[config.mk]
export PLATFORM = sky130hd
export DESIGN_NAME = wram_loader_flat
export DESIGN_NICKNAME = d
export VERILOG_FILES = /design/src/rtl/wram_loader_if.sv /design/src/rtl/wram_loader.sv /design/src/flat_wrapper.sv
export SDC_FILE = /design/constraint.sdc
export NUM_CORES = 1
export LEC_CHECK = 0
export ABC_AREA = 0
export CAP_MARGIN = 20
export CORE_UTILIZATION = 48
export DETAILED_ROUTE_END_ITERATION = 16
export PLACE_DENSITY = 0.8
export SLEW_MARGIN = 20
export SYNTH_ARGS = -nofsm -noshare
export SYNTH_HDL_FRONTEND = slang
export SYNTH_SLANG_ARGS = --single-unit
[constraint.sdc]
create_clock -name clk -period 2.31 [get_ports clk]
set_input_delay 0.3465 -clock clk [delete_from_list [all_inputs] [get_ports clk]]
set_output_delay 0.3465 -clock clk [all_outputs]
set_load 0.01 [all_outputs]
[src/rtl/wram_loader_if.sv]
// Bus bundle for the WRAM loader: the weight stream in, WRAM write port out, and session status.
// Stream handshake: a word transfers on a rising edge where in_valid and in_ready are both high.
interface wram_loader_if #(
  parameter int DATA_W     = 32,
  parameter int NUM_NEURON = 17,
  parameter int ADDR_W     = 3
);
  logic                  start;
  logic [DATA_W-1:0]     in_data;
  logic                  in_valid;
  logic                  in_ready;
  logic [NUM_NEURON-1:0] wr_en;
  logic [ADDR_W-1:0]     wr_addr;
  logic [DATA_W-1:0]     wr_data;
  logic                  busy;
  logic                  load_done;
  logic                  hdr_err;
  logic [1:0]            dbg_state;

  modport slave (
    input  start, in_data, in_valid,
    output in_ready, wr_en, wr_addr, wr_data, busy, load_done, hdr_err, dbg_state
  );

  modport master (
    output start, in_data, in_valid,
    input  in_ready, wr_en, wr_addr, wr_data, busy, load_done, hdr_err, dbg_state
  );
endinterface

[src/rtl/wram_loader.sv]
// Run-time writer for the per-neuron weight RAMs: header word selects a neuron,
// the following WORDS_PER_N words are written to its WRAM at addresses 0..WORDS_PER_N-1.
module wram_loader #(
  parameter int DATA_W      = 32,
  parameter int NUM_NEURON  = 17,
  parameter int WORDS_PER_N = 8,
  parameter int ADDR_W      = 3,
  parameter int SEL_W       = 5
) (
  input  logic          clk,
  input  logic          reset,
  wram_loader_if.slave  bus
);
  localparam int CNT_W = (WORDS_PER_N > 1) ? $clog2(WORDS_PER_N) : 1;
  localparam logic [CNT_W-1:0] LAST   = CNT_W'(WORDS_PER_N - 1);
  localparam logic [SEL_W:0]   NUM_N  = (SEL_W + 1)'(NUM_NEURON);
  localparam logic [NUM_NEURON-1:0] ONE = {{(NUM_NEURON-1){1'b0}}, 1'b1};

  typedef enum logic [1:0] {S_IDLE, S_HDR, S_DATA, S_DROP} state_t;

  state_t                state_q;
  logic [CNT_W-1:0]      cnt_q;
  logic [SEL_W-1:0]      idx_q;
  logic [NUM_NEURON-1:0] mask_q;
  logic                  load_done_q;
  logic                  hdr_err_q;
  logic [NUM_NEURON-1:0] wr_en_q;
  logic [ADDR_W-1:0]     wr_addr_q;
  logic [DATA_W-1:0]     wr_data_q;

  logic                  busy;
  logic                  in_ready;
  logic                  beat;
  logic                  last_word;
  logic                  hdr_ok;
  logic [SEL_W-1:0]      hdr_idx;
  logic [NUM_NEURON-1:0] neuron_bit;
  logic [NUM_NEURON-1:0] mask_d;

  // A start pulse takes priority over any beat presented in the same cycle.
  always_comb begin
    busy       = (state_q != S_IDLE);
    in_ready   = busy & ~bus.start;
    beat       = in_ready & bus.in_valid;
    hdr_idx    = bus.in_data[SEL_W-1:0];
    hdr_ok     = ({1'b0, hdr_idx} < NUM_N);
    last_word  = (cnt_q == LAST);
    neuron_bit = ONE << idx_q;
    mask_d     = mask_q | neuron_bit;
  end

  always_ff @(posedge clk or negedge reset) begin
    if (!reset) begin
      state_q     <= S_IDLE;
      cnt_q       <= '0;
      idx_q       <= '0;
      mask_q      <= '0;
      load_done_q <= 1'b0;
      hdr_err_q   <= 1'b0;
      wr_en_q     <= '0;
      wr_addr_q   <= '0;
      wr_data_q   <= '0;
    end else begin
      wr_en_q <= '0;
      if (bus.start) begin
        state_q     <= S_HDR;
        cnt_q       <= '0;
        mask_q      <= '0;
        hdr_err_q   <= 1'b0;
        load_done_q <= 1'b0;
      end else if (beat) begin
        case (state_q)
          S_HDR: begin
            cnt_q <= '0;
            if (hdr_ok) begin
              idx_q   <= hdr_idx;
              state_q <= S_DATA;
            end else begin
              hdr_err_q <= 1'b1;
              state_q   <= S_DROP;
            end
          end
          S_DATA: begin
            wr_en_q   <= neuron_bit;
            wr_addr_q <= ADDR_W'(cnt_q);
            wr_data_q <= bus.in_data;
            if (last_word) begin
              cnt_q       <= '0;
              mask_q      <= mask_d;
              load_done_q <= &mask_d;
              // The session closes on the same edge that completes the mask.
              state_q     <= (&mask_d) ? S_IDLE : S_HDR;
            end else begin
              cnt_q <= cnt_q + 1'b1;
            end
          end
          S_DROP: begin
            if (last_word) begin
              cnt_q   <= '0;
              state_q <= S_HDR;
            end else begin
              cnt_q <= cnt_q + 1'b1;
            end
          end
          default: state_q <= S_IDLE;
        endcase
      end
    end
  end

  assign bus.in_ready  = in_ready;
  assign bus.busy      = busy;
  assign bus.wr_en     = wr_en_q;
  assign bus.wr_addr   = wr_addr_q;
  assign bus.wr_data   = wr_data_q;
  assign bus.load_done = load_done_q;
  assign bus.hdr_err   = hdr_err_q;
  assign bus.dbg_state = state_q;
endmodule

[src/flat_wrapper.sv]
// flat-port wrapper written by rule: the top's interface ports become plain ports
module wram_loader_flat 
#(
  parameter int DATA_W      = 32,
  parameter int NUM_NEURON  = 17,
  parameter int WORDS_PER_N = 8,
  parameter int ADDR_W      = 3,
  parameter int SEL_W       = 5
)
  (clk, reset, bus_start, bus_in_data, bus_in_valid, bus_in_ready, bus_wr_en, bus_wr_addr, bus_wr_data, bus_busy, bus_load_done, bus_hdr_err, bus_dbg_state);
  wram_loader_if #(.DATA_W(DATA_W), .NUM_NEURON(NUM_NEURON), .ADDR_W(ADDR_W)) bus_i ();
  input  logic clk;
  input  logic reset;
  input wire logic [$bits(bus_i.start)-1:0] bus_start;
  input wire logic [$bits(bus_i.in_data)-1:0] bus_in_data;
  input wire logic [$bits(bus_i.in_valid)-1:0] bus_in_valid;
  output wire logic [$bits(bus_i.in_ready)-1:0] bus_in_ready;
  output wire logic [$bits(bus_i.wr_en)-1:0] bus_wr_en;
  output wire logic [$bits(bus_i.wr_addr)-1:0] bus_wr_addr;
  output wire logic [$bits(bus_i.wr_data)-1:0] bus_wr_data;
  output wire logic [$bits(bus_i.busy)-1:0] bus_busy;
  output wire logic [$bits(bus_i.load_done)-1:0] bus_load_done;
  output wire logic [$bits(bus_i.hdr_err)-1:0] bus_hdr_err;
  output wire logic [$bits(bus_i.dbg_state)-1:0] bus_dbg_state;
  assign bus_i.start = bus_start;
  assign bus_i.in_data = bus_in_data;
  assign bus_i.in_valid = bus_in_valid;
  assign bus_in_ready = bus_i.in_ready;
  assign bus_wr_en = bus_i.wr_en;
  assign bus_wr_addr = bus_i.wr_addr;
  assign bus_wr_data = bus_i.wr_data;
  assign bus_busy = bus_i.busy;
  assign bus_load_done = bus_i.load_done;
  assign bus_hdr_err = bus_i.hdr_err;
  assign bus_dbg_state = bus_i.dbg_state;
  wram_loader #(.DATA_W(DATA_W), .NUM_NEURON(NUM_NEURON), .WORDS_PER_N(WORDS_PER_N), .ADDR_W(ADDR_W), .SEL_W(SEL_W)) u_core (.clk(clk), .reset(reset), .bus(bus_i));
endmodule
=== Word level (Yosys, flattened, before mapping) ===
Index checks and enable logic that the tools add are counted.

* Register bits after elaboration: 81
* Output and inout port bits: 58

* Add/subtract/negate cells: 1
* Magnitude comparators: 1
* Eq/ne operators: 7
* Shifts and indexed selects: 1
* Muxes and demuxes: 26
* Bitwise operators: 4
* Reductions and logical operators: 14

{| class="wikitable"
|+ Operators by type and width
! operator !! count
|-
| 17-bit 2-to-1 mux || 7
|-
| 17-bit bitwise OR || 1
|-
| 17-bit AND reduction || 1
|-
| 1-bit by 5-bit left shift with 17-bit output, first input constant || 1
|-
| 3-bit AND reduction || 4
|-
| 1-bit 2-to-1 mux || 10
|-
| 2-bit nonzero test || 5
|-
| 3-bit 2-to-1 mux || 3
|-
| 2-bit 2-to-1 mux || 4
|-
| 3-bit by 2-bit != test with 1-bit output, second input constant || 2
|-
| 2-bit case mux with 3 select lines || 1
|-
| 3-bit case mux with 2 select lines || 1
|-
| 5-bit less-than comparator, second input constant || 1
|-
| 2-bit equality test, second input constant || 2
|-
| 4-bit AND reduction || 1
|-
| 3-bit by 1-bit adder with 3-bit output, second input constant || 1
|-
| 3-bit equality test, second input constant || 1
|-
| 3-bit nonzero test || 1
|-
| 1-bit bitwise AND || 2
|-
| 2-bit by 1-bit equality test with 1-bit output, second input constant || 1
|-
| 2-bit != test, second input constant || 1
|-
| 2-bit AND reduction || 1
|-
| 2-bit OR reduction || 1
|-
| 1-bit NOT || 1
|}

=== Logic depth before layout (Yosys ltp) ===
* Depth after elaboration: 8
* Mapped depth: 7

=== Worst setup path before layout ===
Ideal clock, no wire load.

* Kind: reg-to-reg
* Start point: register u_core.idx_q[4]
* End point: register u_core.state_q[0] (netlist: u_core.bus.dbg_state[0])
* Arrival: 1.823 ns
* Required time: 2.171 ns
* Slack: 0.349 ns
* Stages on the path, launching flop included: 7
* Clock period less this slack: 1.961 ns
* Cell sequence: dfrtp_1 > buf_4 > nor2_1 > a31oi_1 > or3_2 > a2111oi_4 > a31oi_1

* Longest elaborated chain between the ends: 8

{| class="wikitable"
|+ Ends and longest elaborated chain
! element !! line !! source
|-
| from (decl) || wram_loader.sv:23 || <nowiki>logic [SEL_W-1:0] idx_q;</nowiki>
|-
| from (signal assigned) || wram_loader.sv:76 || <nowiki>idx_q <= hdr_idx;</nowiki>
|-
| 1-bit by 5-bit left shift with 17-bit output || wram_loader.sv:48 || <nowiki>neuron_bit = ONE << idx_q;</nowiki>
|-
| 17-bit bitwise OR || wram_loader.sv:49 || <nowiki>mask_d = mask_q | neuron_bit;</nowiki>
|-
| 17-bit AND reduction || wram_loader.sv:92 || <nowiki>state_q <= (&mask_d) ? S_IDLE : S_HDR;</nowiki>
|-
| 1-bit 2-to-1 mux || wram_loader.sv:92 ||
|-
| 2-bit 2-to-1 mux || wram_loader.sv:87 || <nowiki>if (last_word) begin</nowiki>
|-
| 2-bit case mux with 3 select lines || wram_loader.sv:72 || <nowiki>case (state_q)</nowiki>
|-
| 2-bit 2-to-1 mux || wram_loader.sv:71 || <nowiki>end else if (beat) begin</nowiki>
|-
| 2-bit 2-to-1 mux || wram_loader.sv:65 || <nowiki>if (bus.start) begin</nowiki>
|-
| to (signal assigned) || wram_loader.sv:92 ||
|-
| to (decl) || wram_loader.sv:21 || <nowiki>state_t state_q;</nowiki>
|}

Every way passes these cells. The select of a mux whose other input is x is not followed.
A chain may end at the register's enable or synchronous reset.

=== Final worst setup path ===
* Start point: register u_core.state_q[1] (netlist: u_core.bus.dbg_state[1])
* End point: output bus_in_ready

* Longest elaborated chain between the ends: 2

{| class="wikitable"
|+ Ends and longest elaborated chain
! element !! line !! source
|-
| 2-bit nonzero test || wram_loader.sv:42 || <nowiki>busy = (state_q != S_IDLE);</nowiki>
|-
| 1-bit bitwise AND || wram_loader.sv:43 || <nowiki>in_ready = busy & ~bus.start;</nowiki>
|-
| to (decl) || flat_wrapper.sv:17 || <nowiki>output wire logic [$bits(bus_i.in_ready)-1:0] bus_in_ready;</nowiki>
|}

Every way passes these cells.

==> flow_summary.toml <==
[pwr]
vdd_drop_max_v = 0.000486
p_clk_frac = 0.299
total_leakage_power_uw = 0.00219
switching_share = 0.284
p_int_uw = 2910
comb_power_share = 0.263
power_frac_seq = 0.438
power_switching_uw = 1160
p_per_area_mw_per_mm2 = 862

[floorplanning]
die_area_mm2 = 0.00738
start_util = 0.497
io_pins = 94
fp.coreArea_mm2 = 0.00679
rows = 30
die_h_um = 85.9
dieWidth_um = 85.9

[sta]
min_period_ps = 2140
max_slew_margin = 0.683
hold_viol = 0
finClkSkew_ps = 8.57
slew_viol_final = 0
finalSetupViolations = 0
grt_setup_unrepaired = "false"
worst_pin_slew_ps = 469
fin_crit_sh = 0.925
setup-tns-final_ps = 0
max_freq_ghz = 0.468

[placement]
gp_congestion = 0.867
dp.cells = 538
place_hpwl_mm = 5.57
portBuffers = 93

[run]
maxCapViolCount = 0

[finish]
design.final.nets = 492
diodes = 0
n_fill_cell = 522
multi_input_area_mm2 = 0.00124
drive_gt1_frac = 0.118
regArea_mm2 = 0.00203
area_growth_syn_to_layout_pct = 39.7
stdcell_count = 555

[clocking]
cts_tree = "done"
clkSlewWorstSetupHoldPaths_ps = 80
clock_latency_ps = 350
numCtsBuffers = 9
h-tree-depth = 3
cts_buffer_depth = 2
cts.sinks = 81
cts_setup_buffers = 0
clockRootBuffer = "clkbuf_8"

[grt]
grt_pass1_vias = 2665
grt_antenna_before_repair = 0
grt_pass1_wl_mm = 12.7
grt_max_degree = 48
grt_use_total = 0.223
grt-ovfl-total = 0

[logic_synthesis]
synthesis.nets = 387
syn_inst = 349
ys_types = 40
syn_area_mm2 = 0.00338
synth_top_cells_by_area = "dfrtp_1, nand2_1, nor2_1, a21oi_1, a31oi_1"
yosysSeqAreaShare = 0.600
avgSynthCellArea_um2 = 9.68
synth_area_leader_cell = "dfrtp_1"
synth-seq-cells = 81
yosys_warnings = 0
netlist.area_leader.share = 0.600

[routing]
wl_mm = 7.90
viasPerCell = 5.05
dr.pass1.iters = 4
wl_met3_um = 318
wl_met2_mm = 3.76
wl_per_cell_um = 14.2
topRoutingLayerUsed = "met4"
num_vias = 2801
ant_nets = 0
first_iter_violations = 211
drc = 0
wl_met1_mm = 3.71

[setup_path]
arrival_ps = 1790
path_class = "flop to output port"
path_cells = "or2_2 -> nor2b_1 -> clkdlybuf4s50_1"
slowest_stage = "dfrtp_1"
path_max_fanout = 9
critical-path-max-stage-delay_ps = 480
start_kind = "flop"
worstSetupEndpointType = "output port"
crit_required_ps = 1960

[outcome]
outcome = "completed"

[hold_path]
hp-class = "input pin to async pin"
-- cells in the mapped netlist --
master	instances
buf_6	3
a32oi_1	1
a2111oi_4	1
nor4_1	1
and3_1	1
o21ai_0	1
buf_4	2
or3_1	1
o32ai_1	1
o2bb2ai_1	1
mux2_2	4
a21oi_2	1
a31o_1	1
nand2b_1	4
o22ai_1	3
o41ai_1	1
or2_2	1
o21ba_2	4
nor3b_1	1
nor3b_4	1
nor3_1	8
nand3_1	4
a21oi_1	17
nor2b_1	6
ha_1	2
and3_2	6
or4_4	1
inv_1	6
nand4_1	1
nor2_1	37
a31oi_1	8
and2_0	1
a22oi_1	5
or3_2	1
nand2_1	117
clkbuf_1	11
or4_1	1
and2b_2	1
and3b_1	1
dfrtp_1	81
-- power groups by stage --
stage | registers, µW | clock network, µW | logic [µW]
4_1_cts | 1780 | 1240 | 1070
6_report | 1780 | 1210 | 1070
2_1_floorplan | 1870 | 0 | 399
5_1_grt | 1810 | 1300 | 1170
3_3_place_gp | 1800 | 0 | 1050
3_5_place_dp | 1810 | 0 | 1070
-- through the flow --
step	total power, µW	area [µm²]	util	hold WS (ps)	worst slack [ps]
2_1_floorplan	2270	3380	-	50.9	349
3_3_place_gp	2850	4470	0.658	314	225
3_5_place_dp	2880	4470	0.658	321	146
4_1_cts	4090	4720	0.694	480	135
5_1_grt	4280	4720	0.695	497	53.1
6_report	4070	4720	0.695	476	174
-- layout by cell type, fill, tap and decap left out, types with 2 or more instances in the layout --
cell type        Yosys  final
a21oi_1             17     17
a22oi_1              5      5
a31oi_1              8      8
and3_2               6      6
buf_4                2     16
bufinv_16            0      3
clkbuf_1            11      2
clkbuf_8             0      9
clkdlybuf4s50_1      0     92
dfrtp_1             81     81
ha_1                 2      2
inv_1                6      6
mux2_2               4      4
nand2_1            117    117
nand2b_1             4      4
nand3_1              4      4
nor2_1              37     36
nor2b_1              6      6
nor3_1               8      8
o21ba_2              4      4
o22ai_1              3      3
-- worst max-delay path, delay by kind of cell (launching register included) --
family / cells / cell delay [ps]
simple gates: 2 / 490
flops: 1 / 480
buf+inv: 1 / 480
-- cells by family (layout without fill, tap and decap cells) --
family                     after synthesis  after routing  share of synthesized area
muxes                                    4              4                     0.0133
adders and majority gates                2              2                    0.00740
and+or+nand+nor                        195            195                      0.253
AOI/OAI and AO/OA                       45             45                     0.0937
buffers and inverters                   22            132                     0.0333
DFF                                     81             81                      0.600
-- state kept, by name, summed over array words and instances, names as in the netlist --
name and count:
u_core.mask_q 17, u_core.bus.wr_addr 3, u_core.cnt_q 3, u_core.bus.wr_data 32, u_core.idx_q 5, u_core.bus.dbg_state 2, u_core.bus.wr_en 17, u_core.bus.hdr_err 1
u_core.bus.load_done 1
-- timing repair --
action                                  4_1_cts  5_1_grt
hold endpoints to repair                     34        0
resized for setup                             0        1
hold buffers                                  1        0
endpoints found under the setup margin        0        1
-- layout make-up --
class | instances | share of cell area
inverters | 6 | 0.00477
repair buffers | 110 | 0.227
clock buffers | 11 | 0.0278
well taps | 96 | 0.0255
multi-input cells | 246 | 0.264
clock inverters | 5 | 0.0220
flip-flops and latches | 81 | 0.429
-- metal layers --
layer	vias to the layer above	global-route usage
li1	1357	-
met1	1353	0.306
met2	82	0.355
met3	9	0.0491
met4	0	0.0727
met5	-	0
-- worst paths after layout --
path	start	to	slack, ps	cells past startpoint
worst max-delay path	u_core.bus.dbg_state[1]$_DFFE_PN0P_	bus_in_ready	170	3
worst min-delay path	reset	u_core.bus.wr_data[31]$_DFFE_PN0P_	480	2
worst max register to register	u_core.idx_q[3]$_DFFE_PN0P_	u_core.bus.dbg_state[0]$_DFFE_PN0P_	210	5
worst min register to register	u_core.bus.wr_data[0]$_DFFE_PN0P_	u_core.bus.wr_data[0]$_DFFE_PN0P_	480	2
max in group asynchronous	reset	u_core.bus.wr_data[28]$_DFFE_PN0P_	1210	3
min in group clk	u_core.bus.wr_data[0]$_DFFE_PN0P_	u_core.bus.wr_data[0]$_DFFE_PN0P_	480	2
(Power assumes the default switching activity.)
